==> src/rtl/counter_seq_pkg.sv <==
// ============================================================================
// Module   : counter_seq_pkg
// Purpose  : Shared state encoding and direction constants for the counter
//            sequencer.
// Revision : 1.0
// ============================================================================
`default_nettype none

package counter_seq_pkg;

    typedef enum logic [2:0] {
        S_IDLE  = 3'd0,
        S_ARMED = 3'd1,
        S_RUN   = 3'd2,
        S_PAUSE = 3'd3,
        S_DONE  = 3'd4
    } state_t;

    localparam logic DIR_UP   = 1'b0;
    localparam logic DIR_DOWN = 1'b1;

endpackage

`default_nettype wire

==> src/rtl/counter_seq_ctrl_updown_counter.sv <==
// ============================================================================
// Module   : updown_counter
// Purpose  : Loadable up/down counter; load has priority over enable.
// Revision : 1.0
// ============================================================================
`default_nettype none

module updown_counter #(
    parameter int WIDTH = 3
) (
    input  logic             clk,
    input  logic             clear_n,
    input  logic             en,
    input  logic             load,
    input  logic             dir,
    input  logic [WIDTH-1:0] load_val,
    output logic [WIDTH-1:0] count
);
    import counter_seq_pkg::*;

    always_ff @(posedge clk or negedge clear_n) begin
        if (!clear_n) begin
            count <= '0;
        end else if (load) begin
            count <= load_val;
        end else if (en) begin
            count <= (dir == DIR_DOWN) ? count - 1'b1 : count + 1'b1;
        end
    end

endmodule

`default_nettype wire

==> src/rtl/counter_seq_ctrl.sv <==
// ============================================================================
// Module   : counter_seq_ctrl
// Purpose  : Config handshake, run/pause/abort sequencing and terminal-count
//            detection in front of an up/down counter.
// Revision : 1.0
// ============================================================================
`default_nettype none

module counter_seq_ctrl #(
    parameter int WIDTH = 3
) (
    input  logic             clk,
    input  logic             clear_n,
    input  logic             cfg_valid,
    output logic             cfg_ready,
    input  logic [WIDTH-1:0] cfg_limit,
    input  logic             cfg_dir,
    input  logic             cfg_reload,
    input  logic             start,
    input  logic             stop,
    input  logic             abort,
    output logic [WIDTH-1:0] count,
    output logic             busy,
    output logic             tc,
    output logic             done
);
    import counter_seq_pkg::*;

    state_t             state;
    state_t             state_next;
    logic [WIDTH-1:0]   limit;
    logic               dir;
    logic               reload;
    logic               tc_next;
    logic               cnt_load;
    logic               cnt_en;
    logic [WIDTH-1:0]   cnt_load_val;
    logic [WIDTH-1:0]   start_val;
    logic               at_terminal;
    logic               cfg_accept;

    assign cfg_ready   = (state == S_IDLE) || (state == S_ARMED) || (state == S_DONE);
    assign busy        = (state == S_RUN) || (state == S_PAUSE);
    assign done        = (state == S_DONE);
    // Abort outranks a config handshake presented on the same edge.
    assign cfg_accept  = cfg_valid && cfg_ready && !abort;
    assign start_val   = (dir == DIR_DOWN) ? limit : '0;
    assign at_terminal = (dir == DIR_DOWN) ? (count == '0) : (count == limit);

    always_ff @(posedge clk or negedge clear_n) begin
        if (!clear_n) begin
            state  <= S_IDLE;
            limit  <= '0;
            dir    <= DIR_UP;
            reload <= 1'b0;
            tc     <= 1'b0;
        end else begin
            state <= state_next;
            tc    <= tc_next;
            if (cfg_accept) begin
                limit  <= cfg_limit;
                dir    <= cfg_dir;
                reload <= cfg_reload;
            end
        end
    end

    always_comb begin
        state_next   = state;
        tc_next      = 1'b0;
        cnt_load     = 1'b0;
        cnt_en       = 1'b0;
        cnt_load_val = start_val;
        if (abort) begin
            state_next   = S_IDLE;
            cnt_load     = 1'b1;
            cnt_load_val = '0;
        end else if (cfg_accept) begin
            state_next   = S_ARMED;
            cnt_load     = 1'b1;
            cnt_load_val = (cfg_dir == DIR_DOWN) ? cfg_limit : '0;
        end else begin
            case (state)
                S_ARMED: begin
                    if (start) state_next = S_RUN;
                end
                S_DONE: begin
                    if (start) begin
                        state_next = S_RUN;
                        cnt_load   = 1'b1;
                    end
                end
                S_RUN: begin
                    if (stop) begin
                        state_next = S_PAUSE;
                    end else if (at_terminal) begin
                        tc_next = 1'b1;
                        if (reload) cnt_load   = 1'b1;
                        else        state_next = S_DONE;
                    end else begin
                        cnt_en = 1'b1;
                    end
                end
                S_PAUSE: begin
                    if (start) state_next = S_RUN;
                end
                default: state_next = state;
            endcase
        end
    end

    updown_counter #(
        .WIDTH (WIDTH)
    ) u_counter (
        .clk      (clk),
        .clear_n  (clear_n),
        .en       (cnt_en),
        .load     (cnt_load),
        .dir      (dir),
        .load_val (cnt_load_val),
        .count    (count)
    );

endmodule

`default_nettype wire

==> config.mk <==
export PLATFORM = sky130hd
export DESIGN_NAME = counter_seq_ctrl
export DESIGN_NICKNAME = d
export VERILOG_FILES = /design/src/rtl/counter_seq_pkg.sv /design/src/rtl/counter_seq_ctrl_updown_counter.sv /design/src/rtl/counter_seq_ctrl.sv
export SDC_FILE = /design/constraint.sdc
export NUM_CORES = 1
export LEC_CHECK = 0
export BUFFER_PORTS_ARGS = -buffer_cell sky130_fd_sc_hd__buf_2
export CAP_MARGIN = 20
export CELL_PAD_IN_SITES_DETAIL_PLACEMENT = 0
export CELL_PAD_IN_SITES_GLOBAL_PLACEMENT = 1
export CORE_AREA = 8 8 56 58
export DETAILED_ROUTE_END_ITERATION = 6
export DIE_AREA = 0 0 64 66
export GPL_TIMING_DRIVEN = 1
export PLACE_DENSITY_LB_ADDON = 0.1
export SLEW_MARGIN = 20
export SYNTH_ARGS = -nofsm -noshare
export SYNTH_HDL_FRONTEND = slang
export SYNTH_SLANG_ARGS = --single-unit
==> constraint.sdc <==
create_clock -name clk -period 2.1 [get_ports clk]
set_input_delay 0.21 -clock clk [delete_from_list [all_inputs] [get_ports clk]]
set_output_delay 0.21 -clock clk [all_outputs]
set_load 0.01 [all_outputs]
==> out/summary.txt <==
syn_nets -> 94
maxcap violations -> 0
Rel. slew slack -> 0.652
final worst slack -> 0.233 ns
cell taking the most area after synthesis -> dfrtp_1
register area share after synthesis -> 0.351
final WL -> 1820 um
total grt overflow -> 0
number of synthesized flops with an enable pin -> 0
Tot Pwr -> 1.35 mW
Synth top area share -> 0.351
worst-skew pair later-pin latency -> 0.27 ns
Core Area -> 2320 um^2
Final Max Slew Viols -> 0
yosys warns -> 0
clock skew -> 0.00289 ns
Post-synth ARST share -> 1.00
WHS -> 0.165 ns
RSZ-0062 raised after global routing -> no
leakage -> 0.466 nW
Layout Utilization -> 0.433
GRT Util Overall -> 0.0985
pre-CTS setup slack -> 0.211 ns
RePlAce Congestion -> 0.808
synth unique cells -> 38
CTS tree -> done
RR Startpoint -> u_counter.count[2]
Cell Area, Synth -> 855 um^2
RR Endpoint -> u_counter.count[2]
num ports -> 18
Yosys reg bits -> 12
largest net degree at the start of global routing -> 13
Mapped Cells -> 82
Ant. Diodes -> 0
Finished Layout Cells -> 131
CTS max path bufs -> 2
antenna violations before repair -> 0
Num CTS Buffers -> 3
HP Class -> in -> reg
Hold Path Stages -> 2
FF-to-FF path depth -> 5
Nets -> 114
TritonCTS Sinks -> 12
VDD IR max -> 0.000586 V
iteration-0 DRC count of the detailed router -> 16
data required time at the worst endpoint -> 2.27 ns
Worst Path Arrival -> 2.04 ns
Reg clk slew, reported paths -> 0.08 ns
vias in the first global route -> 709
die width -> 64 um
Final setup viols -> 0
crit path capture type -> flop
DP Wirelength -> 1420 um
placed instance area -> 957 um^2
Mean Syn Cell Area -> 10.4 um^2
routed len/inst -> 13.9 um
fin area -> 1000 um^2
# DRC -> 0
outcome -> finished, final reports clean
worst-path fanout max -> 6
standard-cell rows -> 18
first-pass GRT wire length -> 3340 um
PortBufs -> 17
Routed Antenna Nets -> 0
top post-synthesis cells by area -> dfrtp_1 (35%), mux2_2 (7.9%), xor2_1 (4.1%), nand2_1 (3.5%), o41ai_4 (3.2%)
root buf cell -> clkbuf_4
CP startpoint kind -> flop
reg2reg setup slack -> 0.23 ns
startpoint of the worst hold path -> cfg_reload
die height -> 66 um
Vias/cell -> 5.01
pwr/cell area -> 1350 nW/um^2
Cells after DPL -> 126
drt pass-1 iters -> 4
Post-synth top flop -> dfrtp_1
Hold Vio Cnt, Final -> 0
fraction of layout cells with a size suffix above 1 -> 0.356
shortest period the worst path allows -> 1.87 ns
crit share post-route -> 0.889
Slew @ Worst Pin -> 0.520 ns
most frequent cell after synthesis -> dfrtp_1
total negative slack -> 0 ns
critical path class -> reg -> reg
H-tree Lvls -> 1
Hold Path Sink -> reload
Vias -> 656
Starting Density -> 0.368
Area Growth Syn to Fin -> 17.4%
CTS Hold Buffers Added -> 1
die area -> 4220 um^2
FMAX -> 536 MHz
commonest cells in the netlist -> dfrtp_1 (12), nand2_1 (8), inv_1 (6), mux2_2 (6)
Resized cells post-CTS -> 0
Setup Buffers After CTS -> 0
state kept, by name, summed over array words and instances, names as in the netlist:
| signal | count |
|---|---|
| limit | 3 |
| state | 3 |
| u_counter.count | 3 |
| dir | 1 |
| reload | 1 |
| tc | 1 |
worst max-delay path, cell delays in order, from the launching register on:
cell and delay [ns]:
dfrtp_1 0.43, xor2_1 0.18, o41ai_4 0.56, a221oi_4 0.16, o311a_1 0.16, a211o_1 0.26
cells by family (layout without fill, tap and decap cells):
family,after synthesis,count (layout),synth area share
multiplexers,9,9,0.120
XOR/XNOR,5,5,0.0512
flip-flops,12,12,0.351
AND/OR/NAND/NOR,23,23,0.154
buffers and inverters,9,28,0.0498
adder cells (fa/ha/maj),1,1,0.0234
AO/OA/AOI/OAI,23,23,0.250
cell type report:
type	instances	area (um^2)
Clock buffer	4	36.3
Fill cell	234	1320
Inverter	6	22.5
Multi-Input combinational cell	61	512
Sequential cell	12	300
Tap cell	30	37.5
Timing Repair Buffer	18	95.1
report_power, final:
part	switching, mW	total [mW]	internal, mW
registers	0.156	0.481	0.325
logic	0.350	0.682	0.333
clock network	0.0837	0.189	0.105
total	0.589	1.35	0.763
how the worst max path moves through the flow:
stage	from	end	slack, ns	cells after the start
after floorplan	u_counter.count[2]	u_counter.count[2]	0.31	5
after global placement	limit[2]	u_counter.count[2]	0.26	5
after detailed placement	u_counter.count[2]	u_counter.count[2]	0.21	5
after CTS	u_counter.count[2]	u_counter.count[2]	0.20	5
after global routing	u_counter.count[2]	u_counter.count[2]	0.10	5
final	u_counter.count[2]	u_counter.count[2]	0.23	5
cell usage in the layout, fill, tap and decap left out, types with 2 or more instances in the layout:
master	n
o21ai_0	3
inv_1	6
mux2i_1	2
a21oi_1	4
mux2_2	6
xor2_1	4
buf_2	17
nor2_1	3
nor3_1	2
clkbuf_4	3
nand2_1	8
nor2b_1	2
o311a_1	2
dfrtp_1	12
o21ai_1	2
and3_1	2
routing by layer:
layer / up-vias / part of all wire / track usage
met5: - / 0 / 0
li1: 339 / - / -
met4: 0 / 0.0094 / 0.0585
met1: 306 / 0.52 / 0.134
met2: 9 / 0.43 / 0.137
met3: 2 / 0.041 / 0.0237
Note: power is estimated with default switching activity, not from simulation.
